$ cat src/rtl/iob_split_reg.sv
// Native-bus split: one master routed to N_SLAVES slaves by an address bit field, with a
// registered request stage and decode-error response. Define SPLIT_TIMEOUT_EN for a slave watchdog.
module iob_split_reg #(
  parameter int                ADDR_W         = 32,
  parameter int                DATA_W         = 32,
  parameter int                N_SLAVES       = 3,
  parameter int                P_SLAVES       = ADDR_W - 1,
  parameter int                NB             = ($clog2(N_SLAVES) > 0 ? $clog2(N_SLAVES) : 1),
  parameter logic [DATA_W-1:0] ERR_RDATA      = 32'hDEAD_BEEF,
  parameter int                TIMEOUT_CYCLES = 16,
  localparam int               STRB_W         = DATA_W / 8,
  localparam int               REQ_W          = 1 + ADDR_W + DATA_W + STRB_W,
  localparam int               RESP_W         = DATA_W + 1
) (
  input  logic                         clk,
  input  logic                         rst,
  input  logic [REQ_W-1:0]             m_req,
  output logic [RESP_W-1:0]            m_resp,
  output logic [N_SLAVES*REQ_W-1:0]    s_req,
  input  logic [N_SLAVES*RESP_W-1:0]   s_resp,
  output logic                         busy,
  output logic                         err
);

  typedef enum logic [1:0] {
    IDLE = 2'd0,
    WAIT = 2'd1,
    ERR  = 2'd2
  } state_t;

  state_t state, state_nxt;

  logic              m_valid;
  logic [ADDR_W-1:0] m_addr;
  logic [DATA_W-1:0] m_wdata;
  logic [STRB_W-1:0] m_wstrb;
  logic [NB-1:0]     sel;
  logic              sel_ok;

  logic [ADDR_W-1:0] addr_r;
  logic [DATA_W-1:0] wdata_r;
  logic [STRB_W-1:0] wstrb_r;
  logic [NB-1:0]     sel_r;

  logic [RESP_W-1:0] sel_resp;
  logic              sel_ready;
  logic              timeout_hit;

  assign {m_valid, m_addr, m_wdata, m_wstrb} = m_req;
  assign sel    = m_addr[P_SLAVES -: NB];
  assign sel_ok = 32'(sel) < N_SLAVES;

  // Only the registered slave's response is looked at; the others cannot complete a transfer.
  always_comb begin
    sel_resp = '0;
    for (int k = 0; k < N_SLAVES; k++) begin
      if (sel_r == NB'(k)) sel_resp = s_resp[k*RESP_W +: RESP_W];
    end
  end

  assign sel_ready = sel_resp[0];

`ifdef SPLIT_TIMEOUT_EN
  localparam int CNT_W = $clog2(TIMEOUT_CYCLES) + 1;

  logic [CNT_W-1:0] wd_cnt;

  // Held at zero outside WAIT so every transfer starts a fresh count.
  always_ff @(posedge clk) begin
    if (rst || state != WAIT) wd_cnt <= '0;
    else                      wd_cnt <= wd_cnt + CNT_W'(1);
  end

  assign timeout_hit = (wd_cnt == CNT_W'(TIMEOUT_CYCLES - 1));
`else
  assign timeout_hit = 1'b0;
`endif

  always_ff @(posedge clk) begin
    if (rst) begin
      state   <= IDLE;
      addr_r  <= '0;
      wdata_r <= '0;
      wstrb_r <= '0;
      sel_r   <= '0;
    end else begin
      state <= state_nxt;
      if (state == IDLE && m_valid && sel_ok) begin
        addr_r  <= m_addr;
        wdata_r <= m_wdata;
        wstrb_r <= m_wstrb;
        sel_r   <= sel;
      end
    end
  end

  // A slave ready in the expiry cycle takes priority over the watchdog.
  always_comb begin
    state_nxt = state;
    case (state)
      IDLE: if (m_valid) state_nxt = sel_ok ? WAIT : ERR;
      WAIT: begin
        if (sel_ready)        state_nxt = IDLE;
        else if (timeout_hit) state_nxt = ERR;
      end
      ERR:     state_nxt = IDLE;
      default: state_nxt = IDLE;
    endcase
  end

  always_comb begin
    s_req  = '0;
    m_resp = '0;
    case (state)
      WAIT: begin
        for (int k = 0; k < N_SLAVES; k++) begin
          if (sel_r == NB'(k)) s_req[k*REQ_W +: REQ_W] = {1'b1, addr_r, wdata_r, wstrb_r};
        end
        m_resp = sel_resp;
      end
      ERR:     m_resp = {ERR_RDATA, 1'b1};
      default: m_resp = '0;
    endcase
  end

  assign busy = (state != IDLE);
  assign err  = (state == ERR);

endmodule
$ cat config.mk
export PLATFORM = sky130hd
export DESIGN_NAME = iob_split_reg
export DESIGN_NICKNAME = d
export VERILOG_FILES = /design/src/rtl/iob_split_reg.sv
export SDC_FILE = /design/constraint.sdc
export NUM_CORES = 1
export LEC_CHECK = 0
export ABC_CLOCK_PERIOD_IN_PS = 2100
export BUFFER_PORTS_ARGS = -buffer_cell sky130_fd_sc_hd__buf_2
export CELL_PAD_IN_SITES_DETAIL_PLACEMENT = 0
export CELL_PAD_IN_SITES_GLOBAL_PLACEMENT = 1
export CORE_AREA = 4 4 159 161
export DETAILED_ROUTE_END_ITERATION = 12
export DIE_AREA = 0 0 163 165
export GPL_TIMING_DRIVEN = 0
export PLACE_DENSITY = 0.67
export SKIP_CTS_REPAIR_TIMING = 1
export SLEW_MARGIN = 20
export SYNTH_ARGS = -nofsm -noshare
export SYNTH_HDL_FRONTEND = slang
export SYNTH_SLANG_ARGS = --single-unit
$ cat constraint.sdc
create_clock -name clk -period 2.1 [get_ports clk]
set_input_delay 0.42 -clock clk [delete_from_list [all_inputs] [get_ports clk]]
set_output_delay 0.42 -clock clk [all_outputs]
set_load 0.02 [all_outputs]
==> results of run 1 <==
==> through the flow <==
stage	setup TNS [ns]	instance area, um^2	hold WS (ns)	util
3_5_place_dp	-47.30	7548	0.4911	0.3150
6_report	-28.13	9448	0.3255	0.3943
3_3_place_gp	-40.34	7548	0.4820	0.3150
2_1_floorplan	0	5111	0.4661	-
5_1_grt	-43.25	9443	0.3177	0.3941
4_1_cts	-131.88	7870	0.3119	0.3284
==> power groups by stage <==
stage	Sequential (mW)	Clock [mW]	Combinational, mW
detailed placement	1.53	0	1.10
global placement	1.53	0	1.09
global route	1.53	1.80	1.42
floorplan	1.49	0	0.633
CTS	1.50	1.75	1.10
finish	1.51	1.70	1.32
==> cell type report <==
class | instances | area share
Antenna cell | 4 | 0.001059
Buffer | 84 | 0.07218
Clock buffer | 10 | 0.02424
Clock inverter | 6 | 0.009800
Inverter | 4 | 0.001589
Multi-Input combinational cell | 538 | 0.3847
Sequential cell | 70 | 0.1491
Tap cell | 324 | 0.04291
Timing Repair Buffer | 430 | 0.3144
==> kinds of logic after synthesis <==
| kind of cell | after synthesis |
|---|---|
| simple gates | 300 |
| buf+inv | 91 |
| mux | 33 |
| compound gates | 198 |
| flops | 70 |
| fa+ha+maj | 3 |
| other cells | 1 |
==> worst reg2reg max path: stages (launching register included) <==
cell     delay [ns]
dfxtp_2        0.33
inv_1          0.10
ha_1           0.26
and2_1         0.15
buf_2          0.22
buf_4          0.23
buf_4          0.20
nand3_1        0.09
a21oi_1        0.15
==> path summary, 6_finish.rpt <==
| check | start | to | slack (ns) | cells past startpoint |
|---|---|---|---|---|
| setup / recovery | state[1]$_SDFFE_PP0P_ | s_req[175] | -0.26 | 8 |
| setup reg to reg | state[0]$_SDFFE_PP0P_ | wdata_r[27]$_SDFFE_PP0P_ | 0.30 | 8 |
| hold reg to reg | wdata_r[11]$_SDFFE_PP0P_ | wdata_r[11]$_SDFFE_PP0P_ | 0.50 | 2 |
| hold / removal | m_req[5] | wdata_r[1]$_SDFFE_PP0P_ | 0.33 | 3 |
==> cells in the mapped netlist (2+ instances only) <==
cell and count:
and2_1 136, o21ai_0 86, a21oi_1 75, dfxtp_1 70
nand3_1 68, and3_1 66, clkbuf_1 47, mux2i_1 33
a2bb2oi_1 24, buf_4 17, buf_2 16, nand2_1 12
or2_1 8, o21ai_1 7, inv_1 4, buf_6 3
clkbuf_2 3, ha_1 3, and2b_1 2, nor2b_1 2
o32ai_1 2, or3_1 2
==> routing by layer <==
metal | vias up | share of wire | GRT usage
met5 | - | 0.00082 | 0
met4 | 4 | 0.017 | 0.04156
met3 | 24 | 0.068 | 0.04742
met2 | 278 | 0.52 | 0.3736
met1 | 3241 | 0.39 | 0.2299
li1 | 3306 | - | -
==> state kept, by name, summed over array words and instances, names as in the netlist <==
signal	count
addr_r	32
state	2
wdata_r	32
wstrb_r	4
==> layout by cell type, fill, tap and decap left out, types with 3 or more instances in the layout <==
cell type	n
a2bb2oi_2	7
clkbuf_4	4
nand3_1	68
clkbuf_16	14
inv_1	3
buf_8	8
diode_2	4
and2_1	65
o21ai_1	18
dfxtp_1	66
clkbuf_2	6
nand2_1	8
buf_12	10
and2_4	72
and3_4	9
clkbuf_1	24
buf_2	295
conb_1	4
o21ai_0	73
mux2i_4	5
or2_1	8
nand2_2	4
a2bb2oi_1	17
mux2i_1	26
buf_6	97
a21oi_1	74
buf_4	65
and3_1	57
dfxtp_2	3
==> results list, run 1 <==
- Status: finished with violations
- The checks that failed: setup timing.
- Die X: between 150 and 200 um
- Routability-driven placement finished with a final weighted congestion of around 0.81.
* Sequential share of the synthesized area: 0.2748
* Post-synthesis simple-gate area fraction: 0.3474
- Share of total power in the clock network: 0.376
- The multi-input combinational cells in the finished layout cover a total of 3635 um^2.
* Max clock buf depth: 2
- Share of the synthesized area in the top cell type: 0.2748
- Registers take 1409 um^2.
* Overflow left after global routing: 0
- VDD sags by at most ~0.34 mV.
- Via-to-Cell Ratio: 4.662
* Switching share of total power: 0.3249
* Biggest area consumer among synthesized cells: dfxtp_1
* Clock period minus final worst setup slack: about 2.4 ns
- Count of port buffers added during placement: 406
- Entering global routing, the biggest net connects 14 pins.
- In this run the vertical extent of the chip is 165 um.
* Insertion delay of the later-clocked pin in the worst-skew pair: 0.34 ns
* Slowest library cell on the worst path: dfxtp_2
- Of the total synthesized cell area, the portion taken by XOR and XNOR cells is 0.
- Filler cell count in the final layout: 2540
- Derived from the worst setup path, the maximum achievable clock frequency is 0.4244 GHz.
- The total count of hold-check failures in the final report was 0.
- The cell family contributing the most delay on the critical path is simple AND/OR/NAND/NOR gates.
- On the worst path, the slowest cell contributes a delay of around 0.33 ns.
- In the routed design, unresolved DRC markers number 0.
* Final #Nets: ~1300
* Number of standard cells after synthesis: 696
* Hold Crit Class: in2reg
- Maximum capacitance violations: 0
- Number of enable flip-flop cells after synthesis: 0
* RSZ-0062 raised after global routing: yes
- Summing internal, switching and leakage power gives 4.534 mW.
- CP startpoint kind: flip-flop
* Total power divided by cell area: 479.9 nW/um^2
- Synthesis instantiated 32 different standard cells from the library.
* Final Cycle Share: 1.122
* Critical path buffer and inverter count: 4
* 1st-pass router iterations: 5
* Number of antenna violations at the first check in global routing: 5
- The most numerous cell type found on the critical path is and2_4.
- The critical path is of the reg2out type.
- After synthesis, the share of flip-flops with an asynchronous set or reset is 0.
- Synthesis inferred 70 register bits.
* Main combinational cell family by area after synthesis: simple AND/OR/NAND/NOR gates
* Wire length of the first global-routing pass: 40.61 mm
- TritonCTS built the clock tree.
- In the final routed layout, each cell accounts on average for just over 20 um.
* Proportion of layout cells with a drive suffix above 1: 0.5403
- Number of buffers inserted during clock tree synthesis: 9
- Setup violations remaining at the end of the flow were counted as 191.
- Crit. End Element: primary output
* Slack of the critical path: -0.2561 ns
- Vias in the first global route: 6452
* P&R area growth vs syn: 85.26%
- Prevailing post-synth register cell: dfxtp_1
- Static power due to leakage: 4.769 nW
- Setup slack after placement: -0.5455 ns
- For the pin with the worst max-slew slack, the measured transition is 0.7090 ns.
- Netlist area before placement: 5100 um^2
- Flop pwr share: 0.334
* Required time of the critical path: 1.68 ns
- First-iteration detailed-routing DRC count: 349
- In the post-synthesis netlist, the biggest area contributors are dfxtp_1 27%, and2_1 17%, o21ai_0 8.4%.
- Synthesized-area fraction occupied by ao, oa, aoi and oai cells: 0.2164
- The clock tree synthesis step divided the H-tree into 3 levels.
* Worst path cell trace: inv_2 > ha_4 > and2_4 > and2b_2 > buf_12 > clkbuf_16 > and2_4 > buf_6
- Maximum net fanout on the critical path: 7
- Of the total synthesized cell area, the portion taken by full adders, half adders and majority gates is 0.007360.
* Count of placed standard cells including taps: 1429
- Wires add up to 30.41 mm.
* Logic gate share of total power: 0.291
- Count of warnings emitted by yosys: 0
- Slew Limit Fails: 0
- After clock tree synthesis, the clock-pin slew on the worst setup and hold paths is about 0.070 ns.
* Cell Int Power: 3.061 mW
- Share of synthesized area spent on multiplexers: 0.06477
* Site row count: between 50 and 60
- Net Sw Power: ~1.5 mW
- Averaged over all synthesized cells, the footprint is 7.327 um^2.
- CTS placed an instance of clkbuf_16 at the clock tree root.
- Residual antenna-violating net count after detailed routing: 0
- The tree built by TritonCTS fans out to 70 sinks.
- For this run, the number of standard cells in the final layout without fillers is 1470.
* Die footprint: 26900 um^2
- The detailed router placed slightly below 7000 vias in this run.
- For this configuration, the core starts out at a cell density of 0.2128.
- Worst slew margin relative to its limit: 0.5273
- Post-route clock skew: 0.006071 ns
- For this run, the total global-route usage over all layers was measured as 0.1992.
* Area of the core: 23960 um^2
- At the worst endpoint, the arrival time is about 1.9 ns.
- During I/O placement, the number of pins put on the boundary was a little over 400.
- The wire-length estimate of the detail-placed layout is between 20 and 25 mm.
(Power assumes the default switching activity.)
==> run 2, diff against run 1 <==
CELL_PAD_IN_SITES_DETAIL_PLACEMENT = default   (was 0)
CELL_PAD_IN_SITES_GLOBAL_PLACEMENT = default   (was 1)
CORE_AREA = 4 4 157 159   (was 4 4 159 161)
DIE_AREA = 0 0 161 163   (was 0 0 163 165)
PLACE_DENSITY = 0.47   (was 0.67)
==> results list, run 2 (same netlist as run 1, synthesis figures left out) <==
- The overall power after layout came to 4.560 mW (+0.57%).
- Final setup violation count: 201 (+5.2%)
- Via-to-Cell Ratio: 4.741 (+1.7%)
- Crit. End Element: primary output
- The depth of the worst register-to-register path is 7 (-1).
- Average routed wire per standard cell: 20.76 um (+0.37%)
- The total count of hold-check failures in the final report was 0 (unchanged).
- Failing checks: setup timing
* Overflow left after global routing: 0 (unchanged)
* First-iteration detailed-routing DRC count: 387 (+11%)
* P&R area growth vs syn: 106.1%
- Clock period minus final worst setup slack: 2.308 ns (-0.04836 ns)
- Routed wire length: 31.02 mm (+2.0%)
- STA classifies the critical path startpoint as a flip-flop.
- CP peak stage delay: 0.33 ns (about the same)
- The quantity of I/O buffers inserted on ports came to 406 (unchanged).
- The total negative setup slack was -24.89 ns (+3.238 ns).
- Net Sw Power: 1.524 mW (+3.4%)
- The layout net count was 1336 (+2.0%).
- The via count of the first global-routing pass was 6753 (+4.7%).
- The data arrival time of the worst path is 1.89 ns (-0.05 ns).
* Slowest library cell on the worst path: dfxtp_2
- Flop pwr share: 0.333 (about the same)
- TritonCTS built the clock tree.
- The number of top-level design ports is 412 (unchanged).
- Status: finished with violations
- Instance area at placement: 7542 um^2 (about the same)
* Worst path cell trace: inv_2 > ha_4 > and2_4 > and2b_2 > buf_12 > clkbuf_16 > and2_4 > buf_6
- Max clock buf depth: 2 (unchanged)
* Achievable frequency: 0.4333 GHz (+2.1%)
- Most frequent cells in the layout: 251 x buf_2, 170 x buf_6, 80 x and2_4, 70 x a21oi_1
* Wire length of the first global-routing pass: 41.06 mm (+1.1%)
- Slack of the critical path: -0.2077 ns (+0.04836 ns)
* Number of buffers inserted during clock tree synthesis: 9 (unchanged)
- Post-route clock skew: 0.006813 ns (+0.0007424 ns)
- Maximum net fanout on the critical path: 8 (+1)
- Worst hold start: m_req[56]
* Switching share of total power: 0.3341 (+0.009263)
* Maximum vdd ir drop: 0.3678 mV (+7.5%)
- The max-slew violation total from the final report came to 0 (unchanged).
- Area of the core: 23260 um^2 (-2.9%)
- The share of post-route cells with drive strength above 1 came to 0.6010 (+0.06075).
* WS Path Type: reg2out
- The transition time of the tightest slew-check pin came to 0.7292 ns (+0.02015 ns).
- The count of TritonRoute iterations in the first routing pass is 6 (+1).
- Setup repair after global routing could not meet its margin everywhere.
- The clock insertion delay at the later pin of the skew report came to 0.33 ns (about the same).
* Worst path most repeated cell: and2_4
* Min Hold Slack: 0.3289 ns (+0.003419 ns)
- The worst register-to-register path begins at state[1]$_SDFFE_PP0P_.
* Total number of clock tree sinks: 70 (unchanged)
- Fin area: 10510 um^2 (+11%)
- Site row count: 56 (-1.8%)
- The cell family contributing the most delay on the critical path is simple AND/OR/NAND/NOR gates.
- The number of nets still failing antenna checks after routing came to 0 (unchanged).
- Setup slack after placement: -0.3929 ns (+0.1526 ns)
- Initial standard-cell utilization of the core: 0.2192 (+0.006410)
- Crit path launch: state[1]$_SDFFE_PP0P_
- The global placer's final weighted congestion is 0.8152 (+1.2%).
* Clock transition at the registers of the reported paths: 0.06 ns (about the same)
* Die footprint: 26240 um^2 (-2.4%)
- In the final layout, the registers with the most flip-flops are addr_r x32, wdata_r x32, wstrb_r x4.
* HPWL after detailed placement: 22.57 mm (-3.0%)
- Critical path buffer and inverter count: 4 (unchanged)
* R2r setup slk: 0.18 ns (-0.12 ns)
- The remaining max-slew budget at the tightest pin came to 0.5139 (-0.01343).
* Cell at the root of the clock tree: clkbuf_16
- Final Cycle Share: 1.099 (-0.02303)
* GRT Overall Usage: 0.2023 (+0.003081)
* Cell Int Power: 3.037 mW (-0.81%)
- Largest net degree at the start of global routing: 13 (-1)
- Total power divided by cell area: 433.8 nW/um^2 (-9.6%)
* Height of the die: 163 um (-1.2%)
- Static power due to leakage: 5.023 nW (+5.3%)
- Filler cell count in the final layout: 2332 (-8.2%)
* Maximum capacitance violations: 0 (unchanged)
- The number of design rule violations left after detail routing came to 0 (unchanged).
* Hold Crit Class: in2reg
- The worst register-to-register path ends at addr_r[31]$_SDFFE_PP0P_.
- Share of total power in the clock network: 0.324 (-0.052)
- The routed via count came to 7083 (+3.4%).
- Min-Delay Path Depth: 3 (unchanged)
- Die X: 161 um (-1.2%)
- Number of antenna violations at the first check in global routing: 10 (+5)
- Most frequent standard cell in the layout excluding fill and tap cells: buf_2
* Logic gate share of total power: 0.342 (+0.051)
- H-tree Lvls: 3 (unchanged)
- Required time of the critical path: 1.68 ns (about the same)
- The path with the worst hold slack has its endpoint at addr_r[20]$_SDFFE_PP0P_.
-- run 2: final cells by class --
type                       instances  area [um^2]  area share
antenna                            7        17.52    0.001666
buffer                            87        778.2     0.07403
clock buffer                      12        256.5     0.02440
clock inverter                     4        31.28    0.002975
inverter                           4        15.01    0.001428
multi-input combinational        538         4033      0.3836
sequential                        70         1409      0.1340
tap                              319        399.1     0.03797
timing repair buffer             453         3573      0.3399
-- run 2: worst max-delay path by stage --
stage / depth (start not counted) / end / slack [ns]
finish: 8 / s_req[169] / -0.21
global route: 8 / s_req[55] / -0.28
CTS: 8 / s_req[175] / -0.77
detailed placement: 8 / s_req[175] / -0.39
global placement: 8 / s_req[176] / -0.37
floorplan: 5 / m_resp[11] / 0.25
-- run 2: power by group through the flow --
stage / sequential, mW / combinational, mW / clock, mW
final: 1.52 / 1.56 / 1.48
after global routing: 1.53 / 1.68 / 1.58
after CTS: 1.50 / 1.09 / 1.52
after detailed placement: 1.53 / 1.08 / 0
after global placement: 1.53 / 1.08 / 0
after floorplan: 1.49 / 0.633 / 0
-- run 2: metal layers --
layer,track usage,share of wire,vias to the layer above
li1,-,-,3368
met1,0.2441,0.40,3336
met2,0.3526,0.51,321
met3,0.05087,0.063,52
met4,0.06669,0.025,6
met5,0,0.0016,-
-- run 2: through the flow --
step,utilization,instances
finish,0.4519,1494
global route,0.4518,1493
CTS,0.3366,1440
detailed placement,0.3242,1424
global placement,0.3242,1424
floorplan,-,699
-- run 2: tightest hold or removal path, stage by stage --
cell,delay (ns)
buf_2,0.09
nand3_1,0.05
a21oi_1,0.05
